File: config.mk
export PLATFORM = sky130hd
export DESIGN_NAME = sound_req_sequencer_flat
export DESIGN_NICKNAME = d
export VERILOG_FILES = /design/src/rtl/sound_pkg.sv /design/src/rtl/sound_req_sequencer_if.sv /design/src/rtl/sound_evt_fifo.sv /design/src/rtl/sound_req_sequencer.sv /design/src/flat_wrapper.sv
export SDC_FILE = /design/constraint.sdc
export NUM_CORES = 1
export LEC_CHECK = 0
export CAP_MARGIN = 20
export CORE_UTILIZATION = 35
export CTS_CLUSTER_DIAMETER = 80
export CTS_CLUSTER_SIZE = 12
export DETAILED_ROUTE_END_ITERATION = 6
export GPL_TIMING_DRIVEN = 0
export PLACE_DENSITY = 0.56
export SYNTH_ARGS = -nofsm -noshare
export SYNTH_HDL_FRONTEND = slang
export SYNTH_SLANG_ARGS = --single-unit
File: constraint.sdc
create_clock -name clk -period 2.52 [get_ports clk]
set_clock_uncertainty 0.15 [all_clocks]
set_input_delay 0.252 -clock clk [delete_from_list [all_inputs] [get_ports clk]]
set_output_delay 0.252 -clock clk [all_outputs]
set_load 0.05 [all_outputs]
File: src/rtl/sound_pkg.sv
// Shared types and default constants for the collision-sound request path.
//  snd_evt_t   : kind of queued event (good / bad collision)
//  seq_state_t : request sequencer states
//  DEF_*       : default tone divisors, durations and silence gap
package sound_pkg;

    typedef enum logic {EVT_GOOD, EVT_BAD} snd_evt_t;

    typedef enum logic [1:0] {S_IDLE, S_REQ, S_PLAY, S_GAP} seq_state_t;

    localparam logic [7:0]  DEF_GOOD_FREQ = 8'd107;        // 440 Hz @ 12 MHz
    localparam logic [7:0]  DEF_BAD_FREQ  = 8'd188;        // 250 Hz @ 12 MHz
    localparam logic [23:0] DEF_GOOD_DUR  = 24'd3000000;
    localparam logic [23:0] DEF_BAD_DUR   = 24'd10000000;
    localparam int unsigned DEF_GAP       = 12000;
    localparam int unsigned DEF_ACK_TO    = 16;

endpackage

File: src/rtl/sound_req_sequencer_if.sv
// Tone command handshake between the sequencer (master) and the
// oscillator/DAC tone path (slave).
//  tone_req  : master -> slave, request held until busy or timeout
//  tone_freq : master -> slave, divisor, stable while tone_req=1
//  tone_dur  : master -> slave, duration in clk cycles
//  tone_busy : slave -> master, tone path is playing
interface sound_req_sequencer_if;

    logic        tone_req;
    logic [7:0]  tone_freq;
    logic [23:0] tone_dur;
    logic        tone_busy;

    modport master (output tone_req, output tone_freq, output tone_dur, input tone_busy);
    modport slave  (input tone_req, input tone_freq, input tone_dur, output tone_busy);

endinterface

File: src/rtl/sound_evt_fifo.sv
// Small event FIFO with registered read data.
//  clk, nRst  : clock, async active-low reset
//  push       : write push_data (accepted when not full, or when popping)
//  push_data  : event to store
//  pop        : remove head; head appears on pop_data the following cycle
//  pop_data   : registered head value captured by the last pop
//  accept     : this cycle's push is being stored
//  full/empty : occupancy flags
module sound_evt_fifo
    import sound_pkg::*;
#(
    parameter int unsigned DEPTH = 4
) (
    input  logic     clk,
    input  logic     nRst,
    input  logic     push,
    input  snd_evt_t push_data,
    input  logic     pop,
    output snd_evt_t pop_data,
    output logic     accept,
    output logic     full,
    output logic     empty
);

    localparam int unsigned AW = $clog2(DEPTH);
    localparam logic [AW:0] FULL_CNT = (AW+1)'(DEPTH);

    snd_evt_t        mem [DEPTH];
    logic [AW-1:0]   wr_ptr_q;
    logic [AW-1:0]   rd_ptr_q;
    logic [AW:0]     count_q;
    snd_evt_t        pop_data_q;
    logic            pop_ok;

    assign full     = (count_q == FULL_CNT);
    assign empty    = (count_q == '0);
    assign pop_ok   = pop & ~empty;
    // When full, a simultaneous pop frees the slot being written; the read
    // below still returns the old head because both use non-blocking updates.
    assign accept   = push & (~full | pop_ok);
    assign pop_data = pop_data_q;

    always_ff @(posedge clk) begin
        if (accept) begin
            mem[wr_ptr_q] <= push_data;
        end
    end

    always_ff @(posedge clk or negedge nRst) begin
        if (!nRst) begin
            wr_ptr_q   <= '0;
            rd_ptr_q   <= '0;
            count_q    <= '0;
            pop_data_q <= EVT_GOOD;
        end else begin
            if (accept) begin
                wr_ptr_q <= wr_ptr_q + 1'b1;   // power-of-two depth wraps naturally
            end
            if (pop_ok) begin
                rd_ptr_q   <= rd_ptr_q + 1'b1;
                pop_data_q <= mem[rd_ptr_q];
            end
            case ({accept, pop_ok})
                2'b10:   count_q <= count_q + 1'b1;
                2'b01:   count_q <= count_q - 1'b1;
                default: count_q <= count_q;
            endcase
        end
    end

endmodule

File: src/rtl/sound_req_sequencer.sv
// Collects good/bad collision pulses into a FIFO and issues them one at a
// time as tone commands over a req/busy handshake, with a silence gap after
// every tone.
//  clk, nRst          : clock, async active-low reset
//  goodColl, badColl  : single-cycle event pulses (bad wins if both)
//  tone               : tone command handshake (master side)
//  queue_full         : FIFO holds DEPTH entries
//  drop_cnt           : saturating count of discarded events
//  ack_err            : sticky, a request was never acknowledged
module sound_req_sequencer
    import sound_pkg::*;
#(
    parameter int unsigned DEPTH     = 4,
    parameter logic [7:0]  GOOD_FREQ = DEF_GOOD_FREQ,
    parameter logic [7:0]  BAD_FREQ  = DEF_BAD_FREQ,
    parameter logic [23:0] GOOD_DUR  = DEF_GOOD_DUR,
    parameter logic [23:0] BAD_DUR   = DEF_BAD_DUR,
    parameter int unsigned GAP       = DEF_GAP,
    parameter int unsigned ACK_TO    = DEF_ACK_TO
) (
    input  logic                    clk,
    input  logic                    nRst,
    input  logic                    goodColl,
    input  logic                    badColl,
    sound_req_sequencer_if.master   tone,
    output logic                    queue_full,
    output logic [7:0]              drop_cnt,
    output logic                    ack_err
);

    localparam int unsigned ACK_W = $clog2(ACK_TO + 1);
    localparam logic [ACK_W-1:0] ACK_LAST = ACK_W'(ACK_TO - 1);
    localparam logic [15:0]      GAP_LAST = 16'(GAP - 1);

    seq_state_t       state_q;
    logic             pop_pend_q;
    logic [ACK_W-1:0] ack_cnt_q;
    logic [15:0]      gap_cnt_q;
    logic             tone_req_q;
    logic [7:0]       freq_q;
    logic [23:0]      dur_q;
    logic             ack_err_q;
    logic [7:0]       drop_q;
    logic [7:0]       drop_d;

    logic             push_req;
    logic             fifo_pop;
    logic             fifo_accept;
    logic             fifo_full;
    logic             fifo_empty;
    snd_evt_t         push_evt;
    snd_evt_t         head_evt;
    logic [1:0]       drop_inc;
    logic [8:0]       drop_sum;

    assign push_req = goodColl | badColl;
    assign push_evt = badColl ? EVT_BAD : EVT_GOOD;
    // Pop in IDLE, then spend one more IDLE cycle waiting for the registered
    // FIFO read before loading the command.
    assign fifo_pop = (state_q == S_IDLE) & ~pop_pend_q & ~fifo_empty;

    sound_evt_fifo #(.DEPTH(DEPTH)) u_fifo (
        .clk       (clk),
        .nRst      (nRst),
        .push      (push_req),
        .push_data (push_evt),
        .pop       (fifo_pop),
        .pop_data  (head_evt),
        .accept    (fifo_accept),
        .full      (fifo_full),
        .empty     (fifo_empty)
    );

    // A simultaneous good+bad loses the good event; a rejected push loses
    // whatever was offered. Both can happen in one cycle.
    always_comb begin
        drop_inc = {1'b0, goodColl & badColl} + {1'b0, push_req & ~fifo_accept};
        drop_sum = 9'(drop_q) + 9'(drop_inc);
        drop_d   = drop_sum[8] ? 8'hFF : drop_sum[7:0];
    end

    always_ff @(posedge clk or negedge nRst) begin
        if (!nRst) begin
            drop_q <= '0;
        end else begin
            drop_q <= drop_d;
        end
    end

    always_ff @(posedge clk or negedge nRst) begin
        if (!nRst) begin
            state_q    <= S_IDLE;
            pop_pend_q <= 1'b0;
            ack_cnt_q  <= '0;
            gap_cnt_q  <= '0;
            tone_req_q <= 1'b0;
            freq_q     <= '0;
            dur_q      <= '0;
            ack_err_q  <= 1'b0;
        end else begin
            case (state_q)
                S_IDLE: begin
                    if (pop_pend_q) begin
                        pop_pend_q <= 1'b0;
                        tone_req_q <= 1'b1;
                        ack_cnt_q  <= '0;
                        freq_q     <= (head_evt == EVT_BAD) ? BAD_FREQ : GOOD_FREQ;
                        dur_q      <= (head_evt == EVT_BAD) ? BAD_DUR  : GOOD_DUR;
                        state_q    <= S_REQ;
                    end else if (!fifo_empty) begin
                        pop_pend_q <= 1'b1;
                    end
                end
                S_REQ: begin
                    if (tone.tone_busy) begin
                        tone_req_q <= 1'b0;
                        state_q    <= S_PLAY;
                    end else if (ack_cnt_q == ACK_LAST) begin
                        tone_req_q <= 1'b0;
                        ack_err_q  <= 1'b1;
                        gap_cnt_q  <= '0;
                        state_q    <= S_GAP;
                    end else begin
                        ack_cnt_q <= ack_cnt_q + 1'b1;
                    end
                end
                S_PLAY: begin
                    if (!tone.tone_busy) begin
                        gap_cnt_q <= '0;
                        state_q   <= S_GAP;
                    end
                end
                S_GAP: begin
                    if (gap_cnt_q == GAP_LAST) begin
                        state_q <= S_IDLE;
                    end else begin
                        gap_cnt_q <= gap_cnt_q + 1'b1;
                    end
                end
                default: state_q <= S_IDLE;
            endcase
        end
    end

    assign tone.tone_req  = tone_req_q;
    assign tone.tone_freq = freq_q;
    assign tone.tone_dur  = dur_q;
    assign queue_full     = fifo_full;
    assign drop_cnt       = drop_q;
    assign ack_err        = ack_err_q;

endmodule
File: src/flat_wrapper.sv
// flat-port wrapper written by rule: the top's interface ports become plain ports
module sound_req_sequencer_flat import sound_pkg::*;
#(
    parameter int unsigned DEPTH     = 4,
    parameter logic [7:0]  GOOD_FREQ = DEF_GOOD_FREQ,
    parameter logic [7:0]  BAD_FREQ  = DEF_BAD_FREQ,
    parameter logic [23:0] GOOD_DUR  = DEF_GOOD_DUR,
    parameter logic [23:0] BAD_DUR   = DEF_BAD_DUR,
    parameter int unsigned GAP       = DEF_GAP,
    parameter int unsigned ACK_TO    = DEF_ACK_TO
)
  (clk, nRst, goodColl, badColl, queue_full, drop_cnt, ack_err, tone_tone_req, tone_tone_freq, tone_tone_dur, tone_tone_busy);
  sound_req_sequencer_if tone_i ();
  input  logic clk;
  input  logic nRst;
  input  logic goodColl;
  input  logic badColl;
  output logic queue_full;
  output logic [7:0] drop_cnt;
  output logic ack_err;
  output wire logic [$bits(tone_i.tone_req)-1:0] tone_tone_req;
  output wire logic [$bits(tone_i.tone_freq)-1:0] tone_tone_freq;
  output wire logic [$bits(tone_i.tone_dur)-1:0] tone_tone_dur;
  input wire logic [$bits(tone_i.tone_busy)-1:0] tone_tone_busy;
  assign tone_tone_req = tone_i.tone_req;
  assign tone_tone_freq = tone_i.tone_freq;
  assign tone_tone_dur = tone_i.tone_dur;
  assign tone_i.tone_busy = tone_tone_busy;
  sound_req_sequencer #(.DEPTH(DEPTH), .GOOD_FREQ(GOOD_FREQ), .BAD_FREQ(BAD_FREQ), .GOOD_DUR(GOOD_DUR), .BAD_DUR(BAD_DUR), .GAP(GAP), .ACK_TO(ACK_TO)) u_core (.clk(clk), .nRst(nRst), .goodColl(goodColl), .badColl(badColl), .tone(tone_i), .queue_full(queue_full), .drop_cnt(drop_cnt), .ack_err(ack_err));
endmodule
==> results by group <==
Hold path
  • HP Class: primary input to asynchronous set/reset pin

CTS
  • Clock Tree Buf Depth: 2
  • Clock transition at path regs: 0.09 ns
  • Clock latency at the later pin of the worst-skew pair: 0.30 ns
  • Clock Sinks: 49
  • CTS buffer count: 5
  • H-tree Lvls: 2
  • CTS tree: built
  • Root buf cell: clkbuf_8

Worst setup path
  • CP Cell Sequence: or4b_1 -> or4_1 -> buf_2 -> a21oi_4 -> mux2_1
  • Worst Path Required: 2.56 ns
  • Crit-path max FO: 8
  • Critical Path Source Type: flip-flop
  • Kind of critical path: flip-flop to flip-flop
  • CP peak stage delay: around 0.53 ns
  • Top delay family on crit path: simple AND/OR/NAND/NOR gates
  • Reg2reg start: u_core.gap_cnt_q[8]
  • CP startpoint: u_core.gap_cnt_q[8]
  • CP max stage cell: or4b_1
  • Critical path endpoint category: flip-flop
  • Critical path data arrival time: 2.45 ns
  • CP bufs+invs: 1

Power and ir drop
  • Power per cell area: 1190 nW/um^2
  • Leak Pwr: ~1.6 nW
  • VDD IR-drop max: 577 uV
  • Total power: between 4 and 5 mW

Cells and area
  • Finished Core Util: 0.465
  • Share of cells above drive strength 1: 0.201
  • Nets@finish: between 300 and 400
  • Final instance area: 3670 um^2
  • Area Overhead vs Synth: 26.2%
  • Antenna diodes: 0

Detailed routing
  • DR top layer: met4
  • Total wire length: 5890 um
  • WL/cell: 12.9 um
  • Antenna-violating nets left: 0
  • Total number of vias: 2,279
  • Wire length on met3: 194 um
  • Vias per cell: 5.00
  • Detailed Routing Iterations Pass 1: 4
  • Met1 WL: 2870 um
  • DRC errors left: 0
  • Initial DRC count: 185
  • Met2 wire len: 2760 um

Synth
  • Synth Area per Inst: 9.85 um^2
  • Syn Inst Count: 295
  • Number of synthesized register bits: a little under 50
  • Leading area contributor after synthesis: dfrtp_1
  • Post-synth EDFFs: 4
  • Seq/Total Area, Yosys: 0.429
  • Async SR Flop Fraction: 0.918
  • Synth unique cells: 53
  • Yosys top cell area share: 0.388
  • Area contributors post-synth: dfrtp_1 39%, buf_4 7.5%, ha_1 6.0%
  • Yosys Warn Count: 0
  • Area of the mapped netlist: 2910 um^2
  • Synth Flop Type: dfrtp_1

Placement
  • Final HPWL DP: 4200 um
  • Number of port buffers: 36
  • Cell Area, Placed: 3480 um^2
  • GP Congestion: 0.841

Floorplan
  • Total core area: 7890 um^2
  • FP Rows: 32
  • DIE AREA: slightly below 9000 um^2
  • Chip height: slightly above 90 um
  • Die width: 93.1 um
  • Initial cell density of the core: 0.368
  • Top Ports: 48

Timing
  • Worst slew pin tran: roughly 0.53 ns
  • Achievable Freq: 415 MHz
  • Final setup fails: 0
  • Fin crit share: 0.956
  • Min cycle time layout: 2.41 ns
  • Slew margin rel.: 0.645
  • RSZ-0062 raised after global routing: true
  • Sum Neg Setup Slack: 0 ns
  • Fin. Hold Viols: 0
  • Slew Viols, Final: 0

Run
  • Max cap viols: 0

GRT
  • Vias in the first global route: 2,048
  • Total track usage: 0.145
  • Grt ovf: 0
  • Global-route wire length before repair: 9980 um
  • Largest net degree at the start of global routing: 31
  • Initial antenna violation count: 0

Run status
  • Status: completed
==> synth_stat cells (2+ instances only) <==
library cell	number
o31ai_1	3
o21a_1	2
buf_4	29
nand3_1	11
nor4_1	3
fa_1	2
buf_2	3
a21oi_1	7
edfxtp_1	4
and4_1	2
and3_1	2
ha_1	14
o21ai_0	20
nand4_1	9
o41ai_1	2
clkbuf_1	5
xor2_1	6
nand2b_1	7
dfrtp_1	45
inv_1	15
nor2_1	12
xnor2_1	5
a21o_1	3
or3_1	3
mux2i_1	2
o41a_1	2
nor3_1	4
a211oi_1	2
nor4b_1	2
and2_1	5
a211o_1	4
mux2_2	3
nor3b_1	2
o211ai_1	2
or4_1	7
nor2b_1	4
nand2_1	26
==> cells by family after synthesis <==
group           after synthesis  synth area share
mux                           7            0.0301
simple gates                104             0.197
buf+inv                      52             0.106
other cells                   1           0.00129
compound gates               55             0.130
fa+ha+maj                    16            0.0741
xor+xnor                     11            0.0332
flops                        49             0.429
==> registers in the layout, indices dropped and copies added (netlist names) <==
signal and flops:
u_core.ack_cnt_q 5, u_core.ack_err 1, u_core.drop_cnt 8, u_core.gap_cnt_q 16, u_core.pop_pend_q 1, u_core.state_q 2
u_core.tone.tone_freq 3, u_core.tone.tone_req 1, u_core.u_fifo.count_q 3, u_core.u_fifo.mem 4, u_core.u_fifo.pop_data 1, u_core.u_fifo.rd_ptr_q 2
u_core.u_fifo.wr_ptr_q 2
==> area by class of cell <==
cell class | count | area, um^2
inverter | 15 | 56.3
clock inverter | 1 | 7.51
clock buffer | 7 | 86.3
multi-input combinational | 204 | 1480
fill | 773 | 4220
tap | 102 | 128
timing repair buffer | 41 | 408
buffer | 37 | 256
sequential | 49 | 1250
==> layout by cell type (no fill, tap or decap), types with 3 or more instances in the layout <==
cell type and count:
dfrtp_1 43, ha_1 11, nand3_1 11, nor2b_1 4, inv_1 13, conb_1 11, nand2b_1 6, or4_1 7
a21oi_1 7, a21o_1 3, a211o_1 4, clkbuf_1 4, nand2_1 26, xor2_1 6, edfxtp_1 4, mux2_2 3
xnor2_1 5, clkdlybuf4s50_1 35, buf_4 33, or3_1 3, nor2_1 9, o31ai_1 3, nor4_1 3, nor3_1 4
buf_2 4, clkbuf_8 6, and2_1 4, o21ai_0 19, nand4_1 9
==> metal layers <==
layer	up-vias	global-route usage
li1	1132	-
met1	1089	0.204
met2	53	0.228
met3	5	0.0220
met4	0	0.0474
met5	-	0
==> worst paths after layout <==
check / slack, ns / end / cells after the start
setup / recovery: 0.11 / u_core.state_q[1] / 5
hold / removal: 0.25 / u_core.u_fifo.rd_ptr_q[0] / 2
setup reg to reg: 0.11 / u_core.state_q[1] / 5
hold reg to reg: 0.32 / u_core.ack_err / 1
max in group asynchronous: 1.47 / u_core.gap_cnt_q[12] / 3
min in group clk: 0.32 / u_core.ack_err / 1
==> through the flow <==
step / setup slack (ns) / std cells / hold slack, ns
after floorplan: -0.0198 / 305 / -0.194
after global placement: -0.306 / 443 / 0.296
after detailed placement: -0.322 / 444 / 0.0555
after CTS: 0.00490 / 453 / 0.249
after global routing: -0.0359 / 456 / 0.277
final: 0.110 / 456 / 0.247
==> where the power goes <==
group	internal [mW]	total (mW)	leakage, nW	switching (mW)
Combinational	1.05	2.59	0.956	1.54
Clock	0.224	0.497	0.0445	0.273
Sequential	1.04	1.28	0.611	0.243
Total	2.32	4.37	1.61	2.06
==> timing repair <==
item	CTS	global route
hold buffers	1	0
gates resized for setup	9	9
pin swaps	0	0
gates cloned	0	0
setup endpoints to repair	19	23
setup buffers	0	3
hold endpoints to repair	15	0
(Power assumes the default switching activity.)
